--- src/rtl/lsu_pkg.sv ---
// Shared types and request-legality helper for the Wishbone load/store master.
package lsu_pkg;

    typedef enum logic [1:0] {
        SZ_B = 2'b00,
        SZ_H = 2'b01,
        SZ_W = 2'b10
    } lsu_size_e;

    typedef enum logic [1:0] {
        StIdle,
        StBus,
        StRdWait,
        StResp
    } lsu_state_e;

    // High when the request must be rejected without touching the bus.
    function automatic logic lsu_bad_req(input logic [1:0] size, input logic [1:0] addr_lo);
        logic bad;
        case (size)
            SZ_B:    bad = 1'b0;
            SZ_H:    bad = addr_lo[0];
            SZ_W:    bad = (addr_lo != 2'b00);
            default: bad = 1'b1;
        endcase
        return bad;
    endfunction

endpackage

--- src/rtl/lsu_lane_align.sv ---
// Byte-lane steering for stores and lane extraction plus sign/zero extension for loads.
module lsu_lane_align
    import lsu_pkg::*;
(
    input  logic [1:0]  size_i,
    input  logic [1:0]  addr_lo_i,
    input  logic        uns_i,
    input  logic [31:0] wdata_i,
    input  logic [31:0] rdata_i,
    output logic [3:0]  sel_o,
    output logic [31:0] wdata_o,
    output logic [31:0] rdata_o
);

    logic [31:0] shifted;

    always_comb begin
        sel_o   = 4'b0000;
        wdata_o = wdata_i;
        case (size_i)
            SZ_B: begin
                sel_o   = 4'b0001 << addr_lo_i;
                wdata_o = {4{wdata_i[7:0]}};
            end
            SZ_H: begin
                sel_o   = addr_lo_i[1] ? 4'b1100 : 4'b0011;
                wdata_o = {2{wdata_i[15:0]}};
            end
            SZ_W: begin
                sel_o   = 4'b1111;
                wdata_o = wdata_i;
            end
            default: begin
                sel_o   = 4'b0000;
                wdata_o = wdata_i;
            end
        endcase
    end

    always_comb begin
        shifted = rdata_i >> {addr_lo_i, 3'b000};
        rdata_o = shifted;
        case (size_i)
            SZ_B:    rdata_o = uns_i ? {24'h0, shifted[7:0]}
                                     : {{24{shifted[7]}}, shifted[7:0]};
            SZ_H:    rdata_o = uns_i ? {16'h0, shifted[15:0]}
                                     : {{16{shifted[15]}}, shifted[15:0]};
            default: rdata_o = shifted;
        endcase
    end

endmodule

--- src/rtl/wb_lsu_master.sv ---
// Single-outstanding Wishbone classic master for core loads/stores.
// Define WB_LSU_TIMEOUT_EN to abort bus cycles that never see ack_i.
module wb_lsu_master
    import lsu_pkg::*;
#(
`ifdef WB_LSU_TIMEOUT_EN
    parameter int unsigned TIMEOUT_CYCLES = 16,
`endif
    parameter int unsigned RD_DELAY = 1
) (
    input  logic        clk_i,
    input  logic        rst_ni,
    input  logic        req_valid_i,
    output logic        req_ready_o,
    input  logic        req_we_i,
    input  logic [1:0]  req_size_i,
    input  logic        req_unsigned_i,
    input  logic [31:0] req_addr_i,
    input  logic [31:0] req_wdata_i,
    output logic        rsp_valid_o,
    output logic [31:0] rsp_rdata_o,
    output logic        rsp_err_o,
    output logic        cyc_o,
    output logic        stb_o,
    output logic [31:0] adr_o,
    output logic        we_o,
    output logic [3:0]  sel_o,
    output logic [31:0] dat_o,
    input  logic [31:0] dat_i,
    input  logic        ack_i
);

    lsu_state_e  state_q, state_d;
    logic        we_q, we_d;
    logic [1:0]  size_q, size_d;
    logic        uns_q, uns_d;
    logic [31:0] addr_q, addr_d;
    logic [31:0] wdata_q, wdata_d;
    logic [31:0] rdata_q, rdata_d;
    logic        err_q, err_d;
`ifdef WB_LSU_TIMEOUT_EN
    logic [31:0] tmo_q, tmo_d;
`endif

    logic [3:0]  lane_sel;
    logic [31:0] lane_wdata;
    logic [31:0] lane_rdata;
    logic        bus_active;

    lsu_lane_align u_lane_align (
        .size_i    (size_q),
        .addr_lo_i (addr_q[1:0]),
        .uns_i     (uns_q),
        .wdata_i   (wdata_q),
        .rdata_i   (dat_i),
        .sel_o     (lane_sel),
        .wdata_o   (lane_wdata),
        .rdata_o   (lane_rdata)
    );

    always_comb begin
        state_d = state_q;
        we_d    = we_q;
        size_d  = size_q;
        uns_d   = uns_q;
        addr_d  = addr_q;
        wdata_d = wdata_q;
        rdata_d = rdata_q;
        err_d   = err_q;
`ifdef WB_LSU_TIMEOUT_EN
        tmo_d   = tmo_q;
`endif
        case (state_q)
            StIdle: begin
                if (req_valid_i) begin
                    we_d    = req_we_i;
                    size_d  = req_size_i;
                    uns_d   = req_unsigned_i;
                    addr_d  = req_addr_i;
                    wdata_d = req_wdata_i;
                    rdata_d = 32'h0;
                    err_d   = lsu_bad_req(req_size_i, req_addr_i[1:0]);
                    state_d = err_d ? StResp : StBus;
`ifdef WB_LSU_TIMEOUT_EN
                    tmo_d   = 32'h0;
`endif
                end
            end
            StBus: begin
                if (ack_i) begin
                    if (we_q) begin
                        state_d = StResp;
                    end else if (RD_DELAY == 0) begin
                        rdata_d = lane_rdata;
                        state_d = StResp;
                    end else begin
                        state_d = StRdWait;
                    end
                end
`ifdef WB_LSU_TIMEOUT_EN
                else if (tmo_q == TIMEOUT_CYCLES - 1) begin
                    err_d   = 1'b1;
                    rdata_d = 32'h0;
                    state_d = StResp;
                end else begin
                    tmo_d = tmo_q + 32'h1;
                end
`endif
            end
            StRdWait: begin
                rdata_d = lane_rdata;
                state_d = StResp;
            end
            StResp: begin
                state_d = StIdle;
            end
            default: begin
                state_d = StIdle;
            end
        endcase
    end

    always_ff @(posedge clk_i or negedge rst_ni) begin
        if (!rst_ni) begin
            state_q <= StIdle;
            we_q    <= 1'b0;
            size_q  <= 2'b00;
            uns_q   <= 1'b0;
            addr_q  <= 32'h0;
            wdata_q <= 32'h0;
            rdata_q <= 32'h0;
            err_q   <= 1'b0;
`ifdef WB_LSU_TIMEOUT_EN
            tmo_q   <= 32'h0;
`endif
        end else begin
            state_q <= state_d;
            we_q    <= we_d;
            size_q  <= size_d;
            uns_q   <= uns_d;
            addr_q  <= addr_d;
            wdata_q <= wdata_d;
            rdata_q <= rdata_d;
            err_q   <= err_d;
`ifdef WB_LSU_TIMEOUT_EN
            tmo_q   <= tmo_d;
`endif
        end
    end

    // Bus and response outputs are gated by state so reset clears them without waiting for a clock.
    always_comb begin
        bus_active  = (state_q == StBus);
        req_ready_o = (state_q == StIdle);
        cyc_o       = bus_active;
        stb_o       = bus_active;
        we_o        = bus_active & we_q;
        adr_o       = bus_active ? {addr_q[31:2], 2'b00} : 32'h0;
        sel_o       = bus_active ? lane_sel : 4'b0000;
        dat_o       = bus_active ? lane_wdata : 32'h0;
        rsp_valid_o = (state_q == StResp);
        rsp_err_o   = rsp_valid_o & err_q;
        rsp_rdata_o = rsp_valid_o ? rdata_q : 32'h0;
    end

endmodule

--- config.mk ---
export PLATFORM = sky130hd
export DESIGN_NAME = wb_lsu_master
export DESIGN_NICKNAME = d
export VERILOG_FILES = /design/src/rtl/lsu_pkg.sv /design/src/rtl/lsu_lane_align.sv /design/src/rtl/wb_lsu_master.sv
export SDC_FILE = /design/constraint.sdc
export NUM_CORES = 1
export LEC_CHECK = 0
export ABC_AREA = 0
export BUFFER_PORTS_ARGS = -buffer_cell sky130_fd_sc_hd__buf_2
export CORE_MARGIN = 3
export CORE_UTILIZATION = 30
export CTS_CLUSTER_SIZE = 40
export DETAILED_ROUTE_END_ITERATION = 16
export PLACE_DENSITY_LB_ADDON = 0.25
export SKIP_CTS_REPAIR_TIMING = 1
export SYNTH_ARGS = -nofsm -noshare
export SYNTH_HDL_FRONTEND = slang
export SYNTH_SLANG_ARGS = --single-unit
--- constraint.sdc ---
create_clock -name clk_i -period 2.7 [get_ports clk_i]
set_input_delay 0.135 -clock clk_i [delete_from_list [all_inputs] [get_ports clk_i]]
set_output_delay 0.135 -clock clk_i [all_outputs]
set_load 0.005 [all_outputs]
### Word level (Yosys, flattened, before mapping)

Cells that the tools add are included.

| storage, ports and cells | value |
|---|---|
| bits in registers | 103 |
| input port bits | 104 |
| output and inout bits | 106 |

| cells by class | value |
|---|---|
| reduce and logical (&&, ||, !) cells | 8 |
| bitwise operators | 2 |
| eq/ne operators | 9 |
| mux-type cells | 20 |
| shift operators | 2 |

Operators by type and width:

| kind | number |
|---|---|
| 2-to-1 mux 32 bit | 6 |
| case mux 32 bit (2 select lines) | 3 |
| right shift 32 x 5 -> 32 bit | 1 |
| case mux 4 bit (3 select lines) | 1 |
| equality test 2 bit, second input constant | 4 |
| 2-to-1 mux 4 bit | 2 |
| case mux 2 bit (4 select lines) | 1 |
| equality test 2 x 1 -> 1 bit, second input constant | 3 |
| zero test 2 bit | 3 |
| 2-to-1 mux 2 bit | 3 |
| AND reduction 2 bit | 3 |
| nonzero test 2 bit | 2 |
| left shift 1 x 2 -> 4 bit, first input constant | 1 |
| 2-to-1 mux 1 bit | 3 |
| case mux 1 bit (3 select lines) | 1 |
| bitwise AND 1 bit | 2 |
| inequality test 2 x 1 -> 1 bit, second input constant | 1 |
| inequality test 2 bit, second input constant | 1 |

### Logic depth before layout (Yosys ltp)

| depth | value |
|---|---|
| word-level depth | 7 |
| mapped depth | 6 |
| gate-level depth less buffers | 5 |

### Hierarchy

A second synthesis with hierarchy kept.

| unflattened totals | value |
|---|---|
| cells, all modules | 540 |
| area, all modules | 5879.4 sq um |

By module, submodules not included:

| module | cells an instance | seq. area each (sq um) | instances | area an instance (sq um) |
|---|---|---|---|---|
| wb_lsu_master | 352 | 2577.5 | 1 | 4566.9 |
| lsu_lane_align | 188 | 0.0 | 1 | 1312.5 |

### Least setup slack after synthesis

OpenSTA, ideal clock, no wires.

| timing | value |
|---|---|
| path type | register to register |
| start point | register state_q[0] |
| end point | register addr_q[0] |
| setup slack | 1017 ps |
| stages on the path, launching flop included | 6 |
| clock period less this slack | 1683 ps |
| required time | 2575 ps |
| path buffers | 1 |
| setup time | 125 ps |
| arrival | 1558 ps |
| path through | dfrtp_1 > inv_1 > ha_1 > nand2_1 > buf_1 > mux2_2 |

| between the ends | value |
|---|---|
| cells in the longest elaborated chain, start to end | 2 |

RTL lines:

| element | RTL line | text |
|---|---|---|
| start, declared | wb_lsu_master.sv:33 | `lsu_state_e state_q, state_d;` |
| start signal, assigned | wb_lsu_master.sv:125 | `state_q <= StIdle;` |
| start signal, assigned | wb_lsu_master.sv:137 | `state_q <= state_d;` |
| zero test 2 bit | - |  |
| named net req_ready_o | wb_lsu_master.sv:14 | `output logic req_ready_o,` |
| AND reduction 2 bit (no line) | - |  |
| end signal, assigned | wb_lsu_master.sv:141 | `addr_q <= addr_d;` |
| end, declared | wb_lsu_master.sv:37 | `logic [31:0] addr_q, addr_d;` |

The timed path passes the listed nets, and every way through them passes these cells.
A chain may end at the register's enable or synchronous reset.

### Final worst setup path

| timing | value |
|---|---|
| start point | register size_q[0] |
| end point | output port dat_o[13] |

| between the ends | value |
|---|---|
| cells in the longest elaborated chain, start to end | 3 |
| elaborated cells between the ends (all ways) | 4 |
| those cells by class | 1 x eq/ne; 2 x mux; 1 x reduce/logical |

RTL lines:

| element | RTL line | text |
|---|---|---|
| start, declared | wb_lsu_master.sv:35 | `logic [1:0] size_q, size_d;` |
| start signal, assigned | wb_lsu_master.sv:139 | `size_q <= size_d;` |
| equality test 2 x 1 -> 1 bit / zero test 2 bit (equally long branches) | lsu_lane_align.sv:20 | `case (size_i)` |
| case mux 32 bit (2 select lines) * | lsu_lane_align.sv:20 |  |
| 2-to-1 mux 32 bit * | wb_lsu_master.sv:160 | `dat_o = bus_active ? lane_wdata : 32'h0;` |
| end, declared | wb_lsu_master.sv:28 | `output logic [31:0] dat_o,` |

Mark *: on every way between the ends. The rest lies on a longest branch, timed or not.

==> impl_metrics.env <==
export IMPL_cp_end_kind="output pin"
export IMPL_finalClockSkew_ps=9.19
export IMPL_yosysSeqAreaShare_pct=46.5
export IMPL_reg2reg_slack_ps=540
export IMPL_antenna_found_initial=6
export IMPL_drc=0
export IMPL_status="completed"
export IMPL_rsz0062_at_grt="false"
export IMPL_grt_max_degree=71
export IMPL_fillCellCount=1820
export IMPL_crit_path_start_kind="flip-flop"
export IMPL_core_um2=18100
export IMPL_hpwl_um=12300
export IMPL_grt_ovfl_total=0
export IMPL_synth_edf_count=0
export IMPL_crit_chain="nor2_1 > buf_4 > nand2_1 > a21oi_1 > buf_2"
export IMPL_clk_path_buf_depth=2
export IMPL_crit_buf_inv=2
export IMPL_dp_cells=926
export IMPL_syn2layout_area_growth_pct=28.8
export IMPL_grt_use_total_pct=16.0
export IMPL_io_pin_count=210
export IMPL_drtIter0Drc=173
export IMPL_gp_congestion=0.862
export IMPL_timing_slew_headroom_pct=36.9
export IMPL_max_cap_viol_count=0
export IMPL_ys_async_sr_fraction_pct=100
export IMPL_multiInputGateArea_um2=2740
export IMPL_final_period_utilization_pct=87.7
export IMPL_grt_busiest_layer="met2"
export IMPL_finalSetupTns_ps=0
export IMPL_path_class="flip-flop to output pin"
export IMPL_cts_tree="yes"
export IMPL_std_cell_rows=49
export IMPL_final_seq_area_um2=2580
export IMPL_die_x_um=142
export IMPL_min_path_type="input port to flip-flop"
export IMPL_chipHeight_um=142
export IMPL_met1_usage_pct=20.5
export IMPL_via_count=4571
export IMPL_setup_viol=0
export IMPL_die_area_um2=20200
export IMPL_detail_route_wl_per_cell_um=17.4
export IMPL_start_util_pct=30.7
export IMPL_min_period_ps=2370
export IMPL_crit_fanout=18
export IMPL_peakVddDrop_mv=0.471
export IMPL_final_hold_viol_count=0
export IMPL_required_ps=2570
export IMPL_drtAntennaViolNets=0
export IMPL_synth_distinct_cells=37
export IMPL_grt_use_met2_pct=26.3
export IMPL_path_delay_family="simple AND/OR/NAND/NOR gates"
export IMPL_insertion_delay_ps=350
export IMPL_p_total_mw=8.33
export IMPL_max_freq_mhz=422
export IMPL_power_leakage_nw=3.61
export IMPL_ys_warn_count=0
export IMPL_htree_num_levels=3
export IMPL_p_per_area_nw_per_um2=1170
export IMPL_wl_um=16400
export IMPL_synth_flop_cell="dfrtp_1"
export IMPL_crit_arrival_ps=2230
export IMPL_use_met3_pct=4.97
export IMPL_viasPerCell=4.85
export IMPL_first_pass_iters=5
export IMPL_drive_above_1_share_pct=46.3
export IMPL_clock_sinks=103
export IMPL_crit_path_top_delay_cell="dfrtp_1"
export IMPL_synth_cells=518
export IMPL_portBuffers=207
export IMPL_nets=818
export IMPL_syn_area_um2=5550
export IMPL_tightest_slew_ps=946
export IMPL_final_cells=943
export IMPL_cp_slowest_stage_delay_ps=610
export IMPL_first_global_vias=4775
export IMPL_grt_pass1_wl_um=25600
export IMPL_avgSynthCellArea_um2=10.7
export IMPL_root_buffer="clkbuf_16"
export IMPL_cts_buffers=9
export IMPL_clkSlewWorstSetupHoldPaths_ps=70
export IMPL_ys_ff_latch=103
export IMPL_finalMaxSlewViolations=0
path summary, 6_finish.rpt:
kind / startpoint / end / depth (start not counted)
setup / recovery: size_q[0]$_DFFE_PN0P_ / dat_o[13] / 5
hold / removal: req_wdata_i[25] / wdata_q[25]$_DFFE_PN0P_ / 2
setup reg to reg: state_q[0]$_DFFE_PN0P_ / rdata_q[20]$_DFFE_PN0P_ / 5
hold reg to reg: rdata_q[3]$_DFFE_PN0P_ / rdata_q[3]$_DFFE_PN0P_ / 2
max in group asynchronous: rst_ni / wdata_q[7]$_DFFE_PN0P_ / 3
min in group asynchronous: rst_ni / rdata_q[25]$_DFFE_PN0P_ / 2
power by group:
| group | total (mW) | switching [mW] | internal [mW] |
|---|---|---|---|
| sequential | 2.86 | 0.558 | 2.30 |
| clock | 1.48 | 0.556 | 0.919 |
| combinational | 4.00 | 2.01 | 1.98 |
| total | 8.33 | 3.12 | 5.21 |
final cells by class:
class | count | share of cell area (%)
clock buffers | 10 | 3.35
well taps | 229 | 4.01
flip-flops and latches | 103 | 36.1
inverters | 16 | 0.841
diodes | 2 | 0.0701
clock inverters | 4 | 1.33
repair buffers | 218 | 15.9
multi-input cells | 361 | 38.4
metal layers:
layer	wire (um)	part of all wire, %
met4	101	0.61
met1	7090	43
met3	1260	7.6
met2	7950	48
met5	50	0.30
state kept, by name (all words and copies together) (netlist names):
register	cells
rdata_q	32
addr_q	32
size_q	2
we_q	1
err_q	1
state_q	2
wdata_q	32
uns_q	1
logic make-up after synthesis:
logic type	after synthesis	synth area share (%)
buf+inv	55	4.35
xor+xnor	1	0.158
mux	118	23.7
flops	103	46.5
fa+ha+maj	5	1.13
simple gates	165	15.1
other cells	1	0.0676
compound gates	70	9.05
per-stage QoR:
stage / hold WS (ps) / setup WS [ps] / utilization, % / area [um^2]
5_1_grt: 3.93 / 150 / 39.5 / 7140
3_5_place_dp: 273 / 575 / 37.6 / 6790
4_1_cts: -103 / 321 / 39.4 / 7130
2_1_floorplan: -161 / 1020 / - / 5550
3_3_place_gp: 265 / 684 / 37.6 / 6790
6_report: 16.0 / 333 / 39.5 / 7140
placed cells by master, fill, tap and decap left out, types with 2 or more instances in the layout:
cell and count:
a21oi_1 21, a221oi_1 7, and2_1 72, buf_2 206
buf_4 10, bufinv_16 3, clkbuf_16 9, conb_1 2
dfrtp_1 103, diode_2 2, ha_1 5, inv_1 15
mux2_2 92, mux2i_1 23, nand2_1 67, nand2b_1 3
nand4_1 2, nor2_1 12, nor2b_1 2, o21ai_0 10
o221ai_1 17, o31ai_1 10
cell usage after synthesis, types with 2 or more instances:
| cell type | n | area share (%) |
|---|---|---|
| a221oi_1 | 7 | 1.1 |
| nand2_1 | 68 | 4.6 |
| o221ai_1 | 17 | 2.7 |
| nor2_1 | 12 | 0.81 |
| buf_2 | 7 | 0.63 |
| nand4_1 | 2 | 0.23 |
| buf_4 | 3 | 0.41 |
| o31ai_1 | 10 | 1.4 |
| buf_6 | 2 | 0.41 |
| nor2b_1 | 2 | 0.23 |
| buf_1 | 7 | 0.47 |
| a21oi_1 | 21 | 1.9 |
| nand2b_1 | 3 | 0.34 |
| o21ai_0 | 10 | 0.90 |
| ha_1 | 5 | 1.1 |
| inv_1 | 15 | 1.0 |
| mux2i_1 | 24 | 4.3 |
| clkbuf_1 | 20 | 1.4 |
| mux2_2 | 92 | 19 |
| dfrtp_1 | 103 | 46 |
| and2_1 | 72 | 8.1 |
Power figures use the tool's default switching activity.
